File: src/rtl/imm_encode.sv
// imm_encode -- inverse of the ARM immediate extender.
//
// Takes a 32-bit constant plus an ImmSrc selector and returns the 24-bit
// instruction immediate field that the extender would expand back into the
// same constant, together with an "encodable" flag. The rotated-imm8 form is
// searched iteratively, one even rotation per cycle.
//
// Ports:
//   clk, rst_n          clock, asynchronous active-low reset
//   in_valid/in_ready   request handshake (in_ready high only in IDLE)
//   value, ImmSrc       constant and form selector, sampled on accept
//   out_valid/out_ready result handshake
//   imm                 encoded instruction bits [23:0] (zero when !ok)
//   ok                  1 = value encodable in the selected form
module imm_encode (
    input  logic        clk,
    input  logic        rst_n,
    input  logic        in_valid,
    output logic        in_ready,
    input  logic [31:0] value,
    input  logic [1:0]  ImmSrc,
    output logic        out_valid,
    input  logic        out_ready,
    output logic [23:0] imm,
    output logic        ok
);

    typedef enum logic [1:0] {IDLE, EVAL, DONE} state_t;

    state_t      r_state, w_state_nxt;
    logic [31:0] r_w,     w_w_nxt;     // working copy: ROL(value, 2*r_rot)
    logic [1:0]  r_src,   w_src_nxt;
    logic [3:0]  r_rot,   w_rot_nxt;
    logic [23:0] r_imm,   w_imm_nxt;
    logic        r_ok,    w_ok_nxt;

    logic        w_ok8, w_ok12, w_ok24, w_hit;

    // Form checks on the working register.
    assign w_ok8  = (r_w[31:8]  == {24{r_w[7]}});
    assign w_ok12 = (r_w[31:12] == 20'd0);
    assign w_ok24 = (r_w[1:0] == 2'b00) && (r_w[31:26] == {6{r_w[25]}});
    assign w_hit  = (r_w[31:8]  == 24'd0);

    always_ff @(posedge clk or negedge rst_n) begin
        if (!rst_n) begin
            r_state <= IDLE;
            r_w     <= '0;
            r_src   <= '0;
            r_rot   <= '0;
            r_imm   <= '0;
            r_ok    <= 1'b0;
        end else begin
            r_state <= w_state_nxt;
            r_w     <= w_w_nxt;
            r_src   <= w_src_nxt;
            r_rot   <= w_rot_nxt;
            r_imm   <= w_imm_nxt;
            r_ok    <= w_ok_nxt;
        end
    end

    always_comb begin
        w_state_nxt = r_state;
        w_w_nxt     = r_w;
        w_src_nxt   = r_src;
        w_rot_nxt   = r_rot;
        w_imm_nxt   = r_imm;
        w_ok_nxt    = r_ok;
        case (r_state)
            IDLE: begin
                if (in_valid) begin
                    w_w_nxt     = value;
                    w_src_nxt   = ImmSrc;
                    w_rot_nxt   = 4'd0;
                    w_state_nxt = EVAL;
                end
            end
            EVAL: begin
                w_state_nxt = DONE;
                case (r_src)
                    2'b00: begin
                        w_ok_nxt  = w_ok8;
                        w_imm_nxt = w_ok8 ? {16'd0, r_w[7:0]} : 24'd0;
                    end
                    2'b01: begin
                        w_ok_nxt  = w_ok12;
                        w_imm_nxt = w_ok12 ? {12'd0, r_w[11:0]} : 24'd0;
                    end
                    2'b10: begin
                        w_ok_nxt  = w_ok24;
                        w_imm_nxt = w_ok24 ? r_w[25:2] : 24'd0;
                    end
                    default: begin
                        // Rotations are tried in increasing order, so the
                        // first hit is the smallest rotation.
                        if (w_hit) begin
                            w_ok_nxt  = 1'b1;
                            w_imm_nxt = {12'd0, r_rot, r_w[7:0]};
                        end else if (r_rot == 4'd15) begin
                            w_ok_nxt  = 1'b0;
                            w_imm_nxt = 24'd0;
                        end else begin
                            w_w_nxt     = {r_w[29:0], r_w[31:30]};
                            w_rot_nxt   = r_rot + 4'd1;
                            w_state_nxt = EVAL;
                        end
                    end
                endcase
            end
            DONE: begin
                if (out_ready) w_state_nxt = IDLE;
            end
            default: w_state_nxt = IDLE;
        endcase
    end

    // Handshake outputs decode straight from the state register.
    assign in_ready  = (r_state == IDLE);
    assign out_valid = (r_state == DONE);
    assign imm       = r_imm;
    assign ok        = r_ok;

endmodule

File: config.mk
export PLATFORM = sky130hd
export DESIGN_NAME = imm_encode
export DESIGN_NICKNAME = d
export VERILOG_FILES = /design/src/rtl/imm_encode.sv
export SDC_FILE = /design/constraint.sdc
export NUM_CORES = 1
export LEC_CHECK = 0
export CAP_MARGIN = 20
export CORE_ASPECT_RATIO = 0.7
export CORE_UTILIZATION = 51
export DETAILED_ROUTE_END_ITERATION = 10
export PLACE_DENSITY = 0.79
export SYNTH_ARGS = -nofsm -noshare
export SYNTH_HDL_FRONTEND = slang
export SYNTH_SLANG_ARGS = --single-unit
File: constraint.sdc
create_clock -name clk -period 2.38 [get_ports clk]
set_input_delay 0.476 -clock clk [delete_from_list [all_inputs] [get_ports clk]]
set_output_delay 0.476 -clock clk [all_outputs]
set_load 0.02 [all_outputs]
# Yosys cells after proc, flatten, opt, wreduce, memory -nomap -nowiden
# Cells that the tools add are included.
# word_totals
reg_bits,65
out_inout_bits,27
input_bits,38
# op_classes
n_eq_ne,12
muxes,25
n_reduce_logical,13
n_addsub,1
# op_table
operator,n
two-way mux 32 bit,4
two-way mux 24 bit,3
case mux 24 bit (3 select lines),1
case mux 32 bit (2 select lines),1
equality test 24 bit,1
zero test 24 bit,1
zero test 20 bit,1
two-way mux 4 bit,4
two-way mux 12 bit,1
two-way mux 2 bit,5
two-way mux 8 bit,1
"!= test 2 bit, second input constant",4
case mux 4 bit (2 select lines),1
equality test 6 bit,1
zero test 2 bit,3
case mux 2 bit (3 select lines),1
AND reduction 2 bit,3
AND reduction 5 bit,1
nonzero test 5 bit,1
"adder 4 x 1 -> 4 bit, second input constant",1
"equality test 2 x 1 -> 1 bit, second input constant",2
"equality test 2 bit, second input constant",2
"equality test 4 bit, second input constant",1
case mux 1 bit (3 select lines),1
other kinds (5),6

# Longest topological paths before layout
# Gate-level depths: netlist (run 1).
# logic_depth
depth_word,5
mapped_depth,9
mapped_depth_nobuf,8

# Worst setup path before layout (run 1)
# No wires, ideal clock.
# synth_path
kind,register -> register
start,register r_w[29]
end,register r_imm[0] (netlist: imm[0])
slack_ns,0.454
path_stages_with_launch,8
synth_period_minus_slack_ns,1.926
setup_ns,0.064
t_required_ns,2.316
arrival_time_ns,1.862
path_cell_list,dfrtp_1 nor4_2 and4_1 a21oi_1 or4_1 buf_2 o211ai_1 a21o_1
# synth_via
elab_chain_cells,4
elab_cells_between_ends,12
classes_between,eq/ne: 2; mux: 5; reduce/logical: 5
# synth_rtl
element,line_no,text
start: declaration,31,"logic [31:0] r_w, w_w_nxt;"
start signal: assignment,55,r_w <= w_w_nxt;
equality test 6 bit,42,assign w_ok24 = (r_w[1:0] == 2'b00) && (r_w[31:26] == {6{r_w[25]}});
logical AND 1 bit,42,
two-way mux 24 bit,92,w_imm_nxt = w_ok24 ? r_w[25:2] : 24'd0;
case mux 24 bit (3 select lines),81,case (r_src)
end signal: assignment,58,r_imm <= w_imm_nxt;
end: declaration,34,"logic [23:0] r_imm, w_imm_nxt;"
# Parallel ways exist; a longest one is shown, timed or not.
# A chain may end at the register's enable or synchronous reset.

# Worst setup path in the final report (run 1)
# layout_path
start,register r_src[0]
end,register r_imm[4] (netlist: imm[4])
# layout_via
elab_chain_cells,3
elab_cells_between_ends,6
classes_between,eq/ne: 2; mux: 1; reduce/logical: 3
# layout_rtl
element,line_no,text
start: declaration,32,"logic [1:0] r_src, w_src_nxt;"
start signal: assignment,56,r_src <= w_src_nxt;
"equality test 2 bit, or another cell as far along",81,
nonzero test 5 bit (no source line),n/a,
AND reduction 2 bit (no source line),n/a,
# Parallel ways exist; a longest one is shown, timed or not.

==> run_results.csv, run 1 <==
group,metric,value,unit
sta,unrepaired_setup_endpoints_after_global_routing,"no",
synth,synth_seq_cells,65,
critical_path,cp-end-kind,"flop",
sta,fin_setup_tns,0,ns
cts,numCtsBuffers,9,
synth,main_area_contributors_after_synthesis,"sky130_fd_sc_hd__dfrtp_1 (50%), sky130_fd_sc_hd__mux2i_1 (9.6%), sky130_fd_sc_hd__o21ai_0 (6.8%)",
cells_and_area,layout.filler_cells,455,
synth,yosys_warnings,0,
routing,postRouteAntennaNets,0,
sta,worst_clock_skew,0.00447,ns
sta,final_period_minus_worst_setup_slack,2.27,ns
routing,initialDrtViolationCount,310,
synth,syn_inst,327,
min_path,hold_class,"flop to flop",
place,placed_area,4030,µm²
cells_and_area,multi_input_comb_area,1510,µm²
cts,clkLatencyLatePin,0.34,ns
cts,cts.path.max_buffers,2,
sta,max_clock_freq,0.441,GHz
place,io_buffers,64,
synth,synth_cell_type_count,35,
cts,tritoncts_clock_tree,"yes",
global_routing,grt_first_pass_wirelength,13.7,mm
routing,drt_first_pass_iters,5,
sta,timing_worst_slew_pin_value,0.429,ns
cts,cts_htree_levels,3,
cells_and_area,nets,447,
sta,final-max-slew-violation-count,0,
cells_and_area,post-route-cell-area,4280,µm²
pwr,cellLeakagePower,2.03,nW
global_routing,grt_start_max_net_pins,39,
place,place_hpwl,6.39,mm
synth,ys_seq_area_frac,0.504,
routing,vias,2882,
sta,finalHoldWorstSlack,0.507,ns
sta,setup_viol,0,
pwr,peakVddDrop,0.472,mV
die,floorplan.die.width,97.0,µm
die,core-area,5900,µm²
critical_path,critical_setup_path_class,"flop to flop",
cells_and_area,area_delta_synth_final,32.8,%
synth,synth_largest_area_cell,"sky130_fd_sc_hd__dfrtp_1",
die,floorplan.die.height,68.5,µm
critical_path,worst_ep_arrival_time,2.55,ns
global_routing,initial_antenna_violation_count,0,
global_routing,first_global_vias,2679,
critical_path,timing.critical_path.from_type,"flop",
die,row_count,23,
routing,finalWirelength,8.57,mm
sta,hold_vio_cnt_final,0,
cells_and_area,drive_gt1_frac,0.108,
job,number_of_maximum_capacitance_violations,0,
synth,syn-mean-instance-area,9.86,µm²
synth,post-synth-top-area-fraction,0.504,
routing,drcViolationCount,0,
routing,drt-vias-per-instance,5.95,
global_routing,total_overflow_reported_by_the_global_router,0,
synth,cell_area_after_synthesis,3220,µm²
status,outcome,"complete, no violations",
critical_path,worst-path-max-fanout,7,
die,ioPinCount,65,
cells_and_area,seq_area,1630,µm²
cts,number_of_clock_sinks,65,
cells_and_area,antenna_cells_inserted,0,
sta,final_min_period_over_clock_period,0.952,
cts,cts.clk_slew.worst_paths,0.07,ns
cts,post_cts_buffers,0,
critical_path,worst_ep_required_time,2.66,ns
die,initial_cell_density_of_the_core,0.547,
sta,slew_headroom,0.714,
global_routing,grt.total_usage,0.273,
place,gp_congestion,0.933,
pwr,power_density,1150,nW/µm²
synth,mappedNetlistNets,370,
routing,drt-wirelength-per-cell,17.7,µm
die,design.die.area,6650,µm²
cts,clock-root-buffer,"sky130_fd_sc_hd__clkbuf_8",
-- critical path, stage by stage (launching register included) --
cell                      delay [ns]
sky130_fd_sc_hd__dfrtp_1        0.42
sky130_fd_sc_hd__inv_1          0.10
sky130_fd_sc_hd__ha_1           0.23
sky130_fd_sc_hd__nand3_1        0.10
sky130_fd_sc_hd__or3_1          0.33
sky130_fd_sc_hd__or4_1          0.47
sky130_fd_sc_hd__o31a_1         0.20
sky130_fd_sc_hd__nor2_4         0.20
sky130_fd_sc_hd__a21o_1         0.16
-- Yosys cell counts --
library cell	instances
sky130_fd_sc_hd__or4_1	2
sky130_fd_sc_hd__a211o_1	1
sky130_fd_sc_hd__o21ai_0	44
sky130_fd_sc_hd__nor4_2	4
sky130_fd_sc_hd__a22oi_1	2
sky130_fd_sc_hd__a222oi_1	4
sky130_fd_sc_hd__dfrtp_1	65
sky130_fd_sc_hd__a31oi_1	1
sky130_fd_sc_hd__a22o_1	11
sky130_fd_sc_hd__nor4_1	2
sky130_fd_sc_hd__nor2b_1	2
sky130_fd_sc_hd__and4_1	2
sky130_fd_sc_hd__nor3_1	3
sky130_fd_sc_hd__ha_1	5
sky130_fd_sc_hd__o211ai_1	8
sky130_fd_sc_hd__and2_1	1
sky130_fd_sc_hd__a21o_1	9
sky130_fd_sc_hd__clkbuf_1	8
sky130_fd_sc_hd__o2bb2ai_1	1
sky130_fd_sc_hd__mux2_2	2
sky130_fd_sc_hd__nand3_1	7
sky130_fd_sc_hd__o31ai_1	2
sky130_fd_sc_hd__or3_1	2
sky130_fd_sc_hd__nand2b_1	1
sky130_fd_sc_hd__nand2_1	51
sky130_fd_sc_hd__nor2_1	15
sky130_fd_sc_hd__inv_1	12
sky130_fd_sc_hd__a21oi_1	10
sky130_fd_sc_hd__and3_1	2
sky130_fd_sc_hd__nor2_2	1
sky130_fd_sc_hd__buf_1	1
sky130_fd_sc_hd__nand4_1	6
sky130_fd_sc_hd__o31a_1	1
sky130_fd_sc_hd__buf_2	8
sky130_fd_sc_hd__mux2i_1	31
-- stage by stage --
| step | cells | setup slack [ns] | total power (W) | util |
|---|---|---|---|---|
| after detailed placement | 467 | 0.125 | 0.00386 | 0.683 |
| after global routing | 484 | 0.00510 | 0.00525 | 0.726 |
| final | 484 | 0.114 | 0.00493 | 0.726 |
| after CTS | 484 | 0.0965 | 0.00487 | 0.721 |
| after floorplan | 327 | 0.454 | 0.00306 | - |
| after global placement | 467 | 0.233 | 0.00380 | 0.683 |
-- where the power goes --
| group | switching [W] | internal (W) |
|---|---|---|
| sequential | 0.000463 | 0.00146 |
| clock | 0.000417 | 0.000584 |
| combinational | 0.00116 | 0.000847 |
-- area by class of cell --
class,instances,share of cell area
Timing Repair Buffer,83,0.185
Clock inverter,6,0.0193
Multi-Input combinational cell,233,0.353
Clock buffer,10,0.0298
Tap cell,75,0.0219
Inverter,12,0.0105
Sequential cell,65,0.380
-- registers in the layout (all words and copies together), names as in the netlist --
signal	flops
r_w	32
r_src	2
r_rot	4
ok	1
r_state	2
imm	24
-- logic make-up (layout without fill, tap and decap cells) --
family | Yosys count | after routing | synth area share
and+or+nand+nor | 101 | 101 | 0.151
adders and majority gates | 5 | 5 | 0.0194
muxes | 33 | 33 | 0.103
DFF | 65 | 65 | 0.504
AOI/OAI and AO/OA | 94 | 94 | 0.185
buffers and inverters | 29 | 111 | 0.0369
-- cells in the final DEF, fill, tap and decap left out, drive strengths merged, types with 3 or more instances in the layout --
cell type,Yosys,layout
a21o,9,9
a21oi,10,10
nor2,16,16
ha,5,5
nand4,6,6
nand2,51,51
inv,12,12
o211ai,8,8
nor4,6,6
o21ai,44,44
mux2i,31,31
nor3,3,3
buf,9,19
a22o,11,11
nand3,7,7
clkinv,0,3
clkbuf,8,10
clkdlybuf4s50,0,63
a222oi,4,4
dfrtp,65,65
-- per-layer routing --
| layer | share of wire | track usage |
|---|---|---|
| met5 | 0 | 0 |
| met3 | 0.072 | 0.0585 |
| met2 | 0.44 | 0.404 |
| met4 | 0.016 | 0.101 |
| met1 | 0.48 | 0.397 |
-- final timing paths --
check                                      from                  end  slack, ns  depth (start not counted)
max                        r_src[0]$_DFFE_PN0P_   imm[4]$_DFFE_PN0P_       0.11                          8
min                         imm[19]$_DFFE_PN0P_  imm[19]$_DFFE_PN0P_       0.51                          1
max reg2reg                r_src[0]$_DFFE_PN0P_   imm[4]$_DFFE_PN0P_       0.11                          8
min reg2reg                 imm[19]$_DFFE_PN0P_  imm[19]$_DFFE_PN0P_       0.51                          1
max in group asynchronous                 rst_n   r_w[8]$_DFFE_PN0P_       1.32                          3
min in group asynchronous                 rst_n  r_w[31]$_DFFE_PN0P_       0.52                          2
-- what timing repair did --
| action | CTS | global route |
|---|---|---|
| hold buffers | 1 | 0 |
| resized for setup | 0 | 4 |
| endpoints found under the setup margin | 0 | 10 |
| hold endpoints to repair | 7 | 0 |
(Power assumes the default switching activity.)
==> run 2, diff against run 1 <==
--- a/config.mk
+++ b/config.mk
@@ -10,6 +10,8 @@
 export CORE_UTILIZATION = 51
 export DETAILED_ROUTE_END_ITERATION = 10
 export PLACE_DENSITY = 0.79
+export REMOVE_ABC_BUFFERS = 1
 export SYNTH_ARGS = -nofsm -noshare
 export SYNTH_HDL_FRONTEND = slang
 export SYNTH_SLANG_ARGS = --single-unit
+export TNS_END_PERCENT = 20
==> run 2 against run 1 <==
Worst hold slack got worse by 0.39 ns. Sequential power hardly changed. Register-to-register slack improved by 0.09 ns. Fmax is 4.3% higher. Flip-flop and latch count did not move. Utilization is 1.4 points lower. Clock skew barely moved. Via count decreased by 0.97%.
==> run_results.csv, run 2 (synthesized netlist as in run 1, its figures left out) <==
group,metric,value,unit
critical_path,critical_setup_path_class,"flop to flop",
critical_path,worstRegToRegCells,8,
cells_and_area,area_delta_synth_final,30.2,%
global_routing,first_global_vias,2527,
critical_path,worstReg2RegEnd,"imm[1]$_DFFE_PN0P_",
global_routing,grt_first_pass_wirelength,13.0,mm
cts,cts.clk_slew.worst_paths,0.07,ns
global_routing,grt_start_max_net_pins,66,
pwr,cellInternalPower,0.00278,W
pwr,cellLeakagePower,2.00,nW
place,place_hpwl,5.53,mm
sta,hold_vio_cnt_final,0,
die,ioPinCount,65,
pwr,power_density,1120,nW/µm²
routing,postRouteAntennaNets,0,
sta,max_clock_freq,0.460,GHz
critical_path,worst-path-max-fanout,7,
critical_path,worstSetupStartpoint,"r_src[0]$_DFFE_PN0P_",
critical_path,worst_ep_required_time,2.66,ns
sta,setup_viol,0,
pwr,sw_frac_of_total,0.411,
die,design.die.area,6650,µm²
cts,number_of_clock_sinks,65,
global_routing,grt.total_usage,0.257,
sta,finalHoldWorstSlack,0.117,ns
die,floorplan.die.width,97.0,µm
sta,fin_setup_tns,0,ns
routing,drcViolationCount,0,
status,outcome,"complete, no violations",
sta,final_period_minus_worst_setup_slack,2.17,ns
die,floorplan.die.height,68.5,µm
cts,tritoncts_clock_tree,"yes",
critical_path,worst_ep_arrival_time,2.46,ns
place,numPlacedInstances,462,
cells_and_area,antenna_cells_inserted,0,
cells_and_area,layout.filler_cells,442,
cells_and_area,layout_common_cells,"sky130_fd_sc_hd__dfrtp_1 (65), sky130_fd_sc_hd__clkdlybuf4s50_1 (63), sky130_fd_sc_hd__nand2_1 (51)",
cts,clock-root-buffer,"sky130_fd_sc_hd__clkbuf_8",
sta,worst_clock_skew,0.00493,ns
pwr,peakVddDrop,0.679,mV
sta,timing_worst_slew_pin_value,0.625,ns
sta,unrepaired_setup_endpoints_after_global_routing,"no",
job,number_of_maximum_capacitance_violations,0,
pwr,comb_power_share,0.402,
cts,numCtsBuffers,9,
pwr,pwr-share-seq,0.404,
critical_path,cp-end-kind,"flop",
global_routing,initial_antenna_violation_count,0,
cells_and_area,biggest_register,"r_w",
cells_and_area,drive_gt1_frac,0.0918,
die,initial_cell_density_of_the_core,0.547,
routing,initialDrtViolationCount,271,
sta,final_min_period_over_clock_period,0.913,
pwr,power,0.00472,W
cells_and_area,finalNonFillerCells,478,
sta,final-max-slew-violation-count,0,
pwr,p_sw,0.00194,W
cts,cts_hold_buf,0,
cells_and_area,nets,441,
cts,cts.path.max_buffers,2,
global_routing,total_overflow_reported_by_the_global_router,0,
cells_and_area,finish.utilization,0.712,
routing,drt-wirelength-per-cell,16.8,µm
min_path,hold_class,"input port to async pin",
routing,vias,2854,
cells_and_area,largest_register_ff_count,32,
die,core-area,5900,µm²
routing,drt-vias-per-instance,5.97,
critical_path,ff_to_ff_start,"r_src[0]$_DFFE_PN0P_",
die,row_count,23,
cts,clkLatencyLatePin,0.34,ns
cts,post_cts_buffers,0,
place,gp_congestion,0.898,
critical_path,timing.critical_path.from_type,"flop",
routing,drt_first_pass_iters,5,
place,io_buffers,64,
routing,finalWirelength,8.03,mm
sta,slew_headroom,0.583,
cts,cts_htree_levels,3,
pwr,clockPowerShare,0.195,
critical_path,timing.reg2reg.setup_slack,0.21,ns
cells_and_area,layout.cells.most_common,"sky130_fd_sc_hd__dfrtp_1",
==> run 2: repair_timing <==
item / 4_1_cts / 5_1_grt
endpoints found under the setup margin: 0 / 7
endpoints found under the hold margin: 0 / 0
resized for setup: 0 / 1
==> run 2: power groups by stage <==
stage | registers (W) | clock network [W] | logic, W
3_5_place_dp | 0.00192 | 0 | 0.00188
3_3_place_gp | 0.00189 | 0 | 0.00184
2_1_floorplan | 0.00186 | 0 | 0.00115
5_1_grt | 0.00196 | 0.000985 | 0.00210
6_report | 0.00191 | 0.000919 | 0.00190
4_1_cts | 0.00190 | 0.000928 | 0.00189
==> run 2: worst max-delay path, stage by stage (launching register included) <==
cell and delay [ns]:
sky130_fd_sc_hd__dfrtp_1 0.41, sky130_fd_sc_hd__inv_1 0.10, sky130_fd_sc_hd__ha_1 0.20, sky130_fd_sc_hd__nand3_1 0.08, sky130_fd_sc_hd__or3_1 0.29, sky130_fd_sc_hd__or4_1 0.43, sky130_fd_sc_hd__o31a_1 0.15, sky130_fd_sc_hd__nor2_2 0.27
sky130_fd_sc_hd__a21o_1 0.17
==> run 2: per-layer routing <==
layer | share of wire | vias to the layer above | GRT usage
met5 | 0 | - | 0
met4 | 0.015 | 0 | 0.0951
met3 | 0.081 | 20 | 0.0645
met2 | 0.43 | 139 | 0.371
met1 | 0.47 | 1368 | 0.374
li1 | - | 1327 | -
==> run 2: how the worst max path moves through the flow <==
stage                     cells after the start                 end
final                                         8  imm[1]$_DFFE_PN0P_
after floorplan                               4  r_w[0]$_DFFE_PN0P_
after global routing                          6  imm[5]$_DFFE_PN0P_
after global placement                        6  imm[2]$_DFFE_PN0P_
after detailed placement                      6  imm[1]$_DFFE_PN0P_
after CTS                                     6  imm[1]$_DFFE_PN0P_
==> run 2: cell type report <==
type | count | area (µm²) | area share
Sequential cell | 65 | 1630 | 0.387
Multi-Input combinational cell | 233 | 1490 | 0.354
Timing Repair Buffer | 77 | 758 | 0.181
Clock buffer | 13 | 149 | 0.0355
Tap cell | 75 | 93.8 | 0.0223
Inverter | 12 | 45.0 | 0.0107
Clock inverter | 3 | 40.0 | 0.00954
==> run 2: per-stage QoR <==
| step | instance area (µm²) | setup slack, ns |
|---|---|---|
| global route | 4200 | 0.0629 |
| CTS | 4200 | 0.119 |
| detailed placement | 4010 | 0.142 |
| finish | 4200 | 0.207 |
| floorplan | 3150 | -1.02 |
| global placement | 4010 | 0.187 |
==> edit 1: new RTL, settings of run 2 <==
`r_w` no longer has a reset.
--- a/src/rtl/imm_encode.sv
+++ b/src/rtl/imm_encode.sv
@@ -45,19 +45,21 @@
     always_ff @(posedge clk or negedge rst_n) begin
         if (!rst_n) begin
             r_state <= IDLE;
-            r_w     <= '0;
             r_src   <= '0;
             r_rot   <= '0;
             r_imm   <= '0;
             r_ok    <= 1'b0;
         end else begin
             r_state <= w_state_nxt;
-            r_w     <= w_w_nxt;
             r_src   <= w_src_nxt;
             r_rot   <= w_rot_nxt;
             r_imm   <= w_imm_nxt;
             r_ok    <= w_ok_nxt;
         end
+    end
+
+    always_ff @(posedge clk) begin
+        r_w <= w_w_nxt;
     end
 
     always_comb begin
Check against the original RTL: no difference found for any inputs over 10 cycles, from zero or initial values and one cycle with rst_n low; that may be too few to reach the edited logic, so the function may still have changed.
==> edit 1 against run 2 <==
  * Sequential cell count stayed put
  * Setup slack worse by 0.051 ns
  * Synthesized area is 1.2% higher
  * Power is 3.9% higher
  * Cell area is 2.4% higher
  * Wire length is 7.2% higher
  * Utilization is 1.3 points higher
  * Critical path type unchanged
  * Largest cell class unchanged
  * Largest power group unchanged
==> edit 1: results (changes against run 2) <==
<table>
<tr><th>Metric</th><th>Value</th></tr>
<tr><th colspan="2">GRT</th></tr>
<tr><td>First-pass GRT wire length</td><td>13,900 µm (was 13,000 µm)</td></tr>
<tr><td>Pin count of the biggest net entering global routing</td><td>34 (was 66)</td></tr>
<tr><td>Initial antenna violation count</td><td>1 (was 0)</td></tr>
<tr><td>GRT Util Overall</td><td>27.9% (was 25.7%)</td></tr>
<tr><th colspan="2">Drt</th></tr>
<tr><td>Pre-antenna DRT Iters</td><td>7 (was 5)</td></tr>
<tr><td>Mean routed wirelength per cell</td><td>17.1 µm (was 16.8 µm)</td></tr>
<tr><td>DRT iter0 DRCs</td><td>301 (was 271)</td></tr>
<tr><th colspan="2">Min path</th></tr>
<tr><td>Path category of the worst min-delay check</td><td>reg2reg (was in2async)</td></tr>
<tr><th colspan="2">Critical path</th></tr>
<tr><td>Largest incremental delay on the critical path</td><td>0.61 ns (was 0.43 ns)</td></tr>
<tr><td>Critical path peak fanout</td><td>12 (was 7)</td></tr>
<tr><th colspan="2">Cells and area</th></tr>
<tr><td>Final Instance Count excl. Fillers</td><td>503 (was 478)</td></tr>
<tr><td>Layout cell share with drive strength beyond 1</td><td>12.6% (was 9.18%)</td></tr>
<tr><th colspan="2">Place</th></tr>
<tr><td>Global placer's final weighted congestion</td><td>0.879 (was 0.898)</td></tr>
<tr><td>Placed cells</td><td>487 (was 462)</td></tr>
<tr><td>Half-perimeter wire length after detailed placement</td><td>6280 µm (was 5530 µm)</td></tr>
<tr><th colspan="2">Synthesis</th></tr>
<tr><td>Count of mapped cells out of synthesis</td><td>342 (was 327)</td></tr>
<tr><td>Sequential share of the synthesized area</td><td>54.8% (was 50.4%)</td></tr>
<tr><td>Most area-hungry cell type in the Yosys netlist</td><td>sky130_fd_sc_hd__edfxtp_1 (was sky130_fd_sc_hd__dfrtp_1)</td></tr>
<tr><td>Post-synth EDFFs</td><td>32 (was 0)</td></tr>
<tr><td>Most instantiated cells after synthesis</td><td>135 x sky130_fd_sc_hd__nand2_1, 33 x sky130_fd_sc_hd__dfrtp_1, 32 x sky130_fd_sc_hd__edfxtp_1, 24 x sky130_fd_sc_hd__nand3_1, 13 x sky130_fd_sc_hd__nor2_1 (was 65 x sky130_fd_sc_hd__dfrtp_1, 51 x sky130_fd_sc_hd__nand2_1, 44 x sky130_fd_sc_hd__o21ai_0, 31 x sky130_fd_sc_hd__mux2i_1, 15 x sky130_fd_sc_hd__nor2_1)</td></tr>
<tr><th colspan="2">Status</th></tr>
<tr><td>Run status</td><td>finished, final reports clean (unchanged)</td></tr>
<tr><th colspan="2">Power and ir drop</th></tr>
<tr><td>Static Leakage</td><td>1.82 nW (was 2.00 nW)</td></tr>
<tr><td>Maximum vdd drop</td><td>0.000549 V (was 0.000679 V)</td></tr>
<tr><th colspan="2">STA</th></tr>
<tr><td>Slew at the pin closest to its max-slew limit</td><td>0.745 ns (was 0.625 ns)</td></tr>
<tr><td>Worst Skew</td><td>0.00823 ns (was 0.00493 ns)</td></tr>
</table>
-- edit 1: cell types whose count changed after synthesis, sizes merged, moves of 8 or more --
cell and change:
a21o -8, a22o -10, dfrtp -32, edfxtp +32, mux2i -28, nand2 +84, nand3 +17, o211ai -8
o21ai -40
-- edit 1: logic make-up (layout without fill, tap and decap cells) --
group	count (synthesis)	after routing	share of synthesized area, %
simple gates	205	205	28.9
flops	65	65	54.8
compound gates	42	42	10.2
buf+inv	20	106	2.57
fa+ha+maj	5	5	1.92
mux	5	5	1.61
-- edit 1: metal layers --
metal	vias to the layer above	track usage [%]	wire length, µm
met5	-	0	0
met4	0	9.19	93
met3	16	11.5	837
met2	162	42.6	3880
met1	1343	36.7	3800
li1	1376	-	-
-- edit 1: final cells by class --
type	count	area [µm²]
sequential	65	1790
fill	451	1630
multi-input combinational	257	1410
timing repair buffer	85	811
clock buffer	10	138
tap	75	93.8
clock inverter	6	42.5
inverter	5	18.8
-- edit 1: power groups by stage --
stage / clock [mW] / sequential [mW] / combinational [mW]
detailed placement: 0 / 2.09 / 1.93
global placement: 0 / 2.06 / 1.89
floorplan: 0 / 2.14 / 0.990
finish: 0.857 / 2.08 / 1.97
CTS: 0.882 / 2.07 / 1.94
global route: 0.938 / 2.13 / 2.16
-- edit 1: path summary, 6_finish.rpt --
check	startpoint	to	slack [ns]	depth (start not counted)
worst min register to register	imm[21]	imm[21]	0.47	2
worst max register to register	r_w[9]	imm[20]	0.16	6
min in group asynchronous	rst_n	r_src[1]	0.54	2
max in group asynchronous	rst_n	imm[15]	1.52	2
worst max-delay path	r_w[9]	imm[20]	0.16	6
worst min-delay path	imm[21]	imm[21]	0.47	2
==> edit 2: new RTL, settings of run 2 <==
Made on the original files. The 3 states of `state_t` get a one-hot encoding in 3 bits.
--- a/src/rtl/imm_encode.sv
+++ b/src/rtl/imm_encode.sv
@@ -25,7 +25,7 @@
     output logic        ok
 );
 
-    typedef enum logic [1:0] {IDLE, EVAL, DONE} state_t;
+    typedef enum logic [2:0] {IDLE = 3'b001, EVAL = 3'b010, DONE = 3'b100} state_t;
 
     state_t      r_state, w_state_nxt;
     logic [31:0] r_w,     w_w_nxt;     // working copy: ROL(value, 2*r_rot)
Formal check against the unedited RTL: no difference found for any inputs over 10 cycles, from zero or initial values and one cycle with rst_n low; not proved beyond that.
==> edit 2 against run 2 <==
  * Power down 3.7%
  * Wire length up 0.17%
  * Clock power is 15% higher
  * Clock skew about the same
  * Combinational power decreased by 19%
  * Sequential cell count is 1 higher
  * Synthesized area increased by 0.66%
  * Non-clock buffer count rose by 2
  * Global-route usage rose by 0.30 points
  * Sequential share of layout area is 0.24 points higher
  * Utilization rose by 0.35 points
  * Cell area is 0.98% higher
  * Setup slack worse by 0.038 ns
  * Critical path type unchanged
==> edit 2: results (changes against run 2) <==
<table>
<tr><th>Metric</th><th>Value</th></tr>
<tr><th colspan="2">Status</th></tr>
<tr><td>Run status</td><td>finished, final reports clean (unchanged)</td></tr>
<tr><th colspan="2">STA</th></tr>
<tr><td>Final Worst Setup Slack</td><td>0.169 ns (was 0.207 ns)</td></tr>
<tr><td>Worst Skew</td><td>0.00483 ns (was 0.00493 ns)</td></tr>
<tr><th colspan="2">Critical path</th></tr>
<tr><td>Slowest cell on the critical path</td><td>sky130_fd_sc_hd__or4_4 (was sky130_fd_sc_hd__or4_1)</td></tr>
<tr><td>Worst Path Arrival</td><td>2.43 ns (was 2.46 ns)</td></tr>
<tr><th colspan="2">Synthesis</th></tr>
<tr><td>Synth area leaders</td><td>sky130_fd_sc_hd__dfrtp_1 50%, sky130_fd_sc_hd__mux2i_1 10%, sky130_fd_sc_hd__nand2_1 5.3% (was sky130_fd_sc_hd__dfrtp_1 50%, sky130_fd_sc_hd__mux2i_1 9.6%, sky130_fd_sc_hd__o21ai_0 6.8%)</td></tr>
<tr><td>Most instantiated cells after synthesis</td><td>65 x sky130_fd_sc_hd__dfrtp_1, 46 x sky130_fd_sc_hd__nand2_1, 34 x sky130_fd_sc_hd__mux2i_1, 21 x sky130_fd_sc_hd__o21ai_0, 20 x sky130_fd_sc_hd__o21ai_1 (was 65 x sky130_fd_sc_hd__dfrtp_1, 51 x sky130_fd_sc_hd__nand2_1, 44 x sky130_fd_sc_hd__o21ai_0, 31 x sky130_fd_sc_hd__mux2i_1, 15 x sky130_fd_sc_hd__nor2_1)</td></tr>
<tr><td>Syn Area/Cell</td><td>10.6 µm² (was 9.86 µm²)</td></tr>
<tr><th colspan="2">Power and ir drop</th></tr>
<tr><td>Maximum vdd drop</td><td>0.000625 V (was 0.000679 V)</td></tr>
<tr><td>Sw Share</td><td>38.3% (was 41.1%)</td></tr>
<tr><td>Static Leakage</td><td>2.07 nW (was 2.00 nW)</td></tr>
<tr><th colspan="2">GRT</th></tr>
<tr><td>Pin count of the biggest net entering global routing</td><td>67 (was 66)</td></tr>
<tr><td>Via count of the first global-routing pass</td><td>2,568 (was 2,527)</td></tr>
<tr><th colspan="2">Drt</th></tr>
<tr><td>Pre-antenna DRT Iters</td><td>4 (was 5)</td></tr>
<tr><td>Routed WL</td><td>8040 µm (was 8030 µm)</td></tr>
<tr><th colspan="2">Place</th></tr>
<tr><td>Global placer's final weighted congestion</td><td>0.866 (was 0.898)</td></tr>
<tr><td>Placement-stage cell area</td><td>4010 µm² (about the same)</td></tr>
<tr><td>Placed cells</td><td>441 (was 462)</td></tr>
<tr><th colspan="2">Cells and area</th></tr>
<tr><td>Layout cell share with drive strength beyond 1</td><td>12.3% (was 9.18%)</td></tr>
<tr><td>Number of fillers in the final layout</td><td>433 (was 442)</td></tr>
</table>
edit 2: layout make-up:
type                       count  area (µm²)  share of cell area (%)
multi-input combinational    216        1460                    34.4
inverter                       5        18.8                   0.443
sequential                    66        1650                    39.0
clock buffer                  10         138                    3.25
clock inverter                 6        88.8                    2.10
tap                           75        93.8                    2.21
timing repair buffer          79         788                    18.6
edit 2: kinds of logic after synthesis:
group	share of synthesized area [%]
and+or+nand+nor	15.3
muxes	11.5
AOI/OAI and AO/OA	15.8
DFF	50.9
adders and majority gates	1.93
buffers and inverters	4.51
edit 2: power groups by stage:
stage               sequential [mW]  combinational [mW]  clock [mW]
finish                         1.94                1.54        1.06
global route                   1.99                1.71        1.13
CTS                            1.93                1.55        1.08
detailed placement             1.95                1.54           0
global placement               1.92                1.48           0
floorplan                      1.85               0.915           0
edit 2: worst min path at each step:
stage                 start      end  slack [ns]
floorplan             rst_n   imm[0]        0.18
global placement    imm[16]  imm[16]        0.45
detailed placement  imm[16]  imm[16]        0.46
CTS                   rst_n   imm[5]        0.14
global route          rst_n  imm[18]        0.15
finish                rst_n  imm[18]        0.13
edit 2: per-layer routing:
layer	vias up	routed length (µm)	GRT usage, %	share of wire (%)
met1	1285	3860	36.0	48
met5	-	0	0	0
met2	96	3520	39.3	44
met3	16	544	7.36	6.8
li1	1260	-	-	-
met4	0	114	10.1	1.4
